[config.mk]
export PLATFORM = sky130hd
export DESIGN_NAME = any1_sel_align
export DESIGN_NICKNAME = d
export VERILOG_FILES = /design/src/rtl/any1_sel_align.sv
export SDC_FILE = /design/constraint.sdc
export NUM_CORES = 1
export LEC_CHECK = 0
export CAP_MARGIN = 20
export CORE_MARGIN = 2
export CORE_UTILIZATION = 54
export CTS_CLUSTER_DIAMETER = 40
export CTS_CLUSTER_SIZE = 16
export DETAILED_ROUTE_END_ITERATION = 10
export PLACE_DENSITY = 0.92
export SYNTH_ARGS = -nofsm -noshare
export SYNTH_HDL_FRONTEND = slang
export SYNTH_SLANG_ARGS = --single-unit
[constraint.sdc]
create_clock -name clk_i -period 3.8 [get_ports clk_i]
set_clock_uncertainty 0.05 [all_clocks]
set_input_delay 0.38 -clock clk_i [delete_from_list [all_inputs] [get_ports clk_i]]
set_output_delay 0.38 -clock clk_i [all_outputs]
set_load 0.01 [all_outputs]
[src/rtl/any1_sel_align.sv]
// Memory request to bus beat aligner: emits bus-aligned address, shifted byte-lane select and rotate amount.
// ANY1_SEL_UNALIGNED_EN: when defined, bus-crossing requests split into two beats; otherwise they are rejected.
module any1_sel_align #(
  parameter int BUS_BYTES = 32,
  parameter int ADDR_W    = 32,
  parameter int SZ_W      = 3
) (
  input  logic                          clk_i,
  input  logic                          rst_i,
  input  logic                          req_valid_i,
  output logic                          req_ready_o,
  input  logic [ADDR_W-1:0]             req_adr_i,
  input  logic [SZ_W-1:0]               req_size_i,
  output logic                          beat_valid_o,
  input  logic                          beat_ready_i,
  output logic [ADDR_W-1:0]             beat_adr_o,
  output logic [BUS_BYTES-1:0]          beat_sel_o,
  output logic [$clog2(BUS_BYTES)-1:0]  beat_shift_o,
  output logic                          beat_num_o,
  output logic                          beat_last_o,
  output logic                          err_o
);
  localparam int OFS_W = $clog2(BUS_BYTES);
  localparam logic [2*BUS_BYTES-1:0] ONE_W = 1;

  typedef enum logic [1:0] {
    S_IDLE = 2'd0,
    S_B0   = 2'd1,
    S_B1   = 2'd2
  } state_t;

  // Handshakes: a transfer happens on a rising edge where valid and ready are both high;
  // beat outputs stay frozen while valid is high and ready is low.
  state_t                  state_q, state_d;
  logic [ADDR_W-1:0]       adr_q, adr_d;
  logic [BUS_BYTES-1:0]    sel_q, sel_d;
  logic [OFS_W-1:0]        shift_q, shift_d;
  logic                    err_q, err_d;
`ifdef ANY1_SEL_UNALIGNED_EN
  logic                    num_q, num_d;
  logic                    last_q, last_d;
  logic [BUS_BYTES-1:0]    hi_q, hi_d;
`endif

  logic [OFS_W-1:0]        ofs;
  logic [31:0]             nb;
  logic                    size_ok;
  logic [2*BUS_BYTES-1:0]  wide;
  logic                    crossing;
  logic                    bad;
  logic                    fire;
  logic                    accept;

  // Request decode: lane mask positioned at the address offset within a two-bus-wide window.
  always_comb begin
    ofs      = req_adr_i[OFS_W-1:0];
    size_ok  = (32'(req_size_i) <= 32'(OFS_W));
    nb       = size_ok ? (32'd1 << req_size_i) : 32'd1;
    wide     = ((ONE_W << nb) - ONE_W) << ofs;
    crossing = |wide[2*BUS_BYTES-1:BUS_BYTES];
`ifdef ANY1_SEL_UNALIGNED_EN
    bad      = !size_ok;
`else
    // A naturally aligned legal request can never cross, so crossing only adds redundancy here.
    bad      = !size_ok | (|(ofs & OFS_W'(nb - 32'd1))) | crossing;
`endif
  end

  assign beat_valid_o = (state_q != S_IDLE);
  assign beat_adr_o   = adr_q;
  assign beat_sel_o   = sel_q;
  assign beat_shift_o = shift_q;
  assign err_o        = err_q;
`ifdef ANY1_SEL_UNALIGNED_EN
  assign beat_num_o   = num_q;
  assign beat_last_o  = last_q;
`else
  assign beat_num_o   = 1'b0;
  assign beat_last_o  = 1'b1;
`endif

  assign fire        = beat_valid_o & beat_ready_i;
  assign req_ready_o = (state_q == S_IDLE) | (fire & beat_last_o);
  assign accept      = req_valid_i & req_ready_o;

  always_comb begin
    state_d = state_q;
    adr_d   = adr_q;
    sel_d   = sel_q;
    shift_d = shift_q;
    err_d   = 1'b0;
`ifdef ANY1_SEL_UNALIGNED_EN
    num_d   = num_q;
    last_d  = last_q;
    hi_d    = hi_q;
`endif
    if (fire) begin
`ifdef ANY1_SEL_UNALIGNED_EN
      if (state_q == S_B0 && !last_q) begin
        state_d = S_B1;
        adr_d   = adr_q + ADDR_W'(BUS_BYTES);
        sel_d   = hi_q;
        num_d   = 1'b1;
        last_d  = 1'b1;
      end else begin
        state_d = S_IDLE;
      end
`else
      state_d = S_IDLE;
`endif
    end
    // A new request may land in the same cycle the last beat leaves.
    if (accept) begin
      if (bad) begin
        err_d = 1'b1;
      end else begin
        state_d = S_B0;
        adr_d   = {req_adr_i[ADDR_W-1:OFS_W], {OFS_W{1'b0}}};
        sel_d   = wide[BUS_BYTES-1:0];
        shift_d = ofs;
`ifdef ANY1_SEL_UNALIGNED_EN
        num_d   = 1'b0;
        last_d  = !crossing;
        hi_d    = wide[2*BUS_BYTES-1:BUS_BYTES];
`endif
      end
    end
  end

  always_ff @(posedge clk_i or posedge rst_i) begin
    if (rst_i) begin
      state_q <= S_IDLE;
      adr_q   <= '0;
      sel_q   <= '0;
      shift_q <= '0;
      err_q   <= 1'b0;
`ifdef ANY1_SEL_UNALIGNED_EN
      num_q   <= 1'b0;
      last_q  <= 1'b0;
      hi_q    <= '0;
`endif
    end else begin
      state_q <= state_d;
      adr_q   <= adr_d;
      sel_q   <= sel_d;
      shift_q <= shift_d;
      err_q   <= err_d;
`ifdef ANY1_SEL_UNALIGNED_EN
      num_q   <= num_d;
      last_q  <= last_d;
      hi_q    <= hi_d;
`endif
    end
  end
endmodule

==> impl_metrics.env <==
export IMPL_ios=113
export IMPL_p_leak_nw=2.898
export IMPL_tns_ps=0
export IMPL_cp_required_ps=3980
export IMPL_worstSetupStartpointType="input port"
export IMPL_synthFlopType="dfrtp_1"
export IMPL_tightest_slew_ps=613.5
export IMPL_hold_violations=0
export IMPL_synth_top_cell_by_area="dfrtp_1"
export IMPL_synth_edf_count=0
export IMPL_p_per_area_mw_per_mm2=503.9
export IMPL_synth_commonest_cells="dfrtp_1 (67), mux2_4 (43), nor2_1 (32)"
export IMPL_hold_class="in2async"
export IMPL_die_area_mm2=0.009216
export IMPL_fillers=514
export IMPL_maxSlewHeadroom_pct=59.10
export IMPL_yosysMostFrequentCell="dfrtp_1"
export IMPL_place_congestion=1.079
export IMPL_post_cts_buffers=0
export IMPL_die_h_um=96
export IMPL_remaining_drc_errors=0
export IMPL_clock_tree_root_cell="clkbuf_8"
export IMPL_tritoncts="yes"
export IMPL_dp_cells=703
export IMPL_grt_max_degree=58
export IMPL_syn_instance_count=464
export IMPL_overflow=0
export IMPL_regArea_mm2=0.001677
export IMPL_final_area_mm2=0.006226
export IMPL_syn_cell_area_mm2=0.004571
export IMPL_clock_sinks=67
export IMPL_drtAntennaViolNets=0
export IMPL_critPathKind="in2reg"
export IMPL_drive_gt1_share_pct=25.24
export IMPL_avgSynthCellArea_um2=9.851
export IMPL_place_area_mm2=0.006026
export IMPL_synth_cell_types=69
export IMPL_area_growth_pct=36.22
export IMPL_fin_crit_ps=3686
export IMPL_clkLatencyLatePin_ps=340
export IMPL_worst_path_max_fanout=32
export IMPL_routedWlPerCell_um=20.28
export IMPL_die_x_um=96
export IMPL_dp_hpwl_mm=10.35
export IMPL_std_cell_rows=33
export IMPL_finalPower_mw=3.137
export IMPL_post_drt_via_cell_ratio=6.409
export IMPL_start_util_pct=55.63
export IMPL_grt_usage_pct=32.06
export IMPL_max_freq_mhz=271.3
export IMPL_antenna_found_initial=0
export IMPL_async_flop_share_pct=100.0
export IMPL_antenna_cells=0
export IMPL_worst_slack_ps=113.9
export IMPL_peakVddDrop_mv=0.4095
export IMPL_finalSetupViolations=0
export IMPL_drt_initial_drc_count=705
export IMPL_instances_no_fill=719
export IMPL_cts_path_max_buffers=2
export IMPL_drv_slew=0
export IMPL_grt_first_pass_wirelength_mm=22.51
export IMPL_clkTransAtPathRegs_ps=80
export IMPL_nNetsFinal=651
export IMPL_timing_hold_ws_ps=344.7
export IMPL_timing_max_cap_violations=0
export IMPL_finalWirelength_mm=14.58
export IMPL_final_util_pct=75.77
export IMPL_timing_final_crit_share_pct=97.00
export IMPL_placeableCoreArea_mm2=0.008217
export IMPL_htree_levels=3
export IMPL_end_kind="register"
export IMPL_vias=4608
export IMPL_io_buffers=105
export IMPL_ys_ff_latch=67
export IMPL_status="finished clean"
export IMPL_synth_top_area_share_pct=36.68
export IMPL_yosys_warnings=0
export IMPL_dp_slack_ps=-362.3
export IMPL_crit_arrival_ps=3870
export IMPL_first_pass_iters=8
export IMPL_grt_pass1_vias=4429
export IMPL_seq_area_frac_synth_pct=36.68
export IMPL_cts_buffers=9
export IMPL_ys_top_cells_by_area="dfrtp_1 (37%), mux2_4 (14%), o21ai_0 (3.4%)"
export IMPL_rsz0062_at_grt="false"
export IMPL_multi_input_area_mm2=0.002587
-- power by group --
| group | leakage (nW) | internal, mW | switching (mW) |
|---|---|---|---|
| combinational | 1.96 | 0.904 | 0.575 |
| clock | 0.0860 | 0.248 | 0.267 |
| sequential | 0.848 | 0.975 | 0.169 |
| total | 2.90 | 2.13 | 1.01 |
-- final cells by class --
| type | instances | area share [%] |
|---|---|---|
| clock buffers | 12 | 2.331 |
| clock inverters | 3 | 0.2412 |
| inverters | 11 | 0.6632 |
| multi-input cells | 344 | 41.56 |
| flip-flops and latches | 67 | 26.93 |
| well taps | 105 | 2.110 |
| repair buffers | 177 | 26.17 |
-- critical path, cell delays in order --
cell and delay, ps:
clkdlybuf4s50_1 510, nor2_1 80, o21ai_1 250, ha_4 250, buf_4 160, nor3_1 60, o211ai_1 210, nand3_1 210
o221ai_1 330, nand3_1 90, or3_1 360, o31a_2 410, buf_12 200, mux2_4 330
-- worst paths after layout --
check | start | end | slack (ps) | depth (start not counted)
worst max-delay path | req_size_i[2] | beat_shift_o[2] | 110 | 14
worst min-delay path | rst_i | beat_adr_o[22] | 340 | 2
worst max register to register | state_q[0] | beat_shift_o[2] | 1780 | 7
worst min register to register | beat_sel_o[6] | beat_sel_o[6] | 440 | 1
max in group asynchronous | rst_i | beat_sel_o[12] | 2550 | 4
min in group clk_i | beat_sel_o[6] | beat_sel_o[6] | 440 | 1
-- placed cells by master (no fill, tap or decap), types with 4 or more instances in the layout --
cell               n
o21ai_0           30
buf_4             69
clkbuf_8          10
a21oi_1           27
nand2_1           27
clkdlybuf4s50_1  105
a2111o_1           4
o2bb2ai_1          4
a21o_1             9
o22ai_1           10
and3b_1            5
nor4_1             4
mux2_2             6
o21ai_1            6
a211oi_1           5
a31oi_1            5
conb_1             8
a22o_1             9
mux2_4            43
nand2b_1           5
inv_1              7
o211ai_1           5
nand3_1            9
nor2_1            32
mux2i_1           11
dfrtp_1           67
and2_1             5
nor3_1            12
nor2b_1            4
-- metal layers --
layer,routed length [um],track usage (%),vias up,share of wire (%)
met1,5202,38.23,2122,36
met3,1620,8.379,120,11
met2,6861,52.60,381,47
met5,0,0,-,0
met4,896,17.50,0,6.1
li1,-,-,1985,-
-- kinds of logic (layout without fill, tap and decap cells) --
family | Yosys count | count (layout) | share of synthesized area [%]
AOI/OAI and AO/OA | 146 | 146 | 22.04
and+or+nand+nor | 125 | 125 | 14.32
DFF | 67 | 67 | 36.68
muxes | 60 | 60 | 18.01
buffers and inverters | 59 | 203 | 7.665
xor gates and xnor gates | 3 | 3 | 0.5750
adders and majority gates | 2 | 2 | 0.5474
other | 2 | 8 | 0.1643
-- flip-flops by register name, summed over array words and instances, names as in the netlist --
register / cells
beat_adr_o: 27
beat_sel_o: 32
beat_shift_o: 5
err_o: 1
state_q: 2
-- timing repair --
item	CTS	global route
endpoints found under the setup margin	0	64
hold buffers	0	0
resized for setup	0	5
Note: power is estimated with default switching activity, not from simulation.
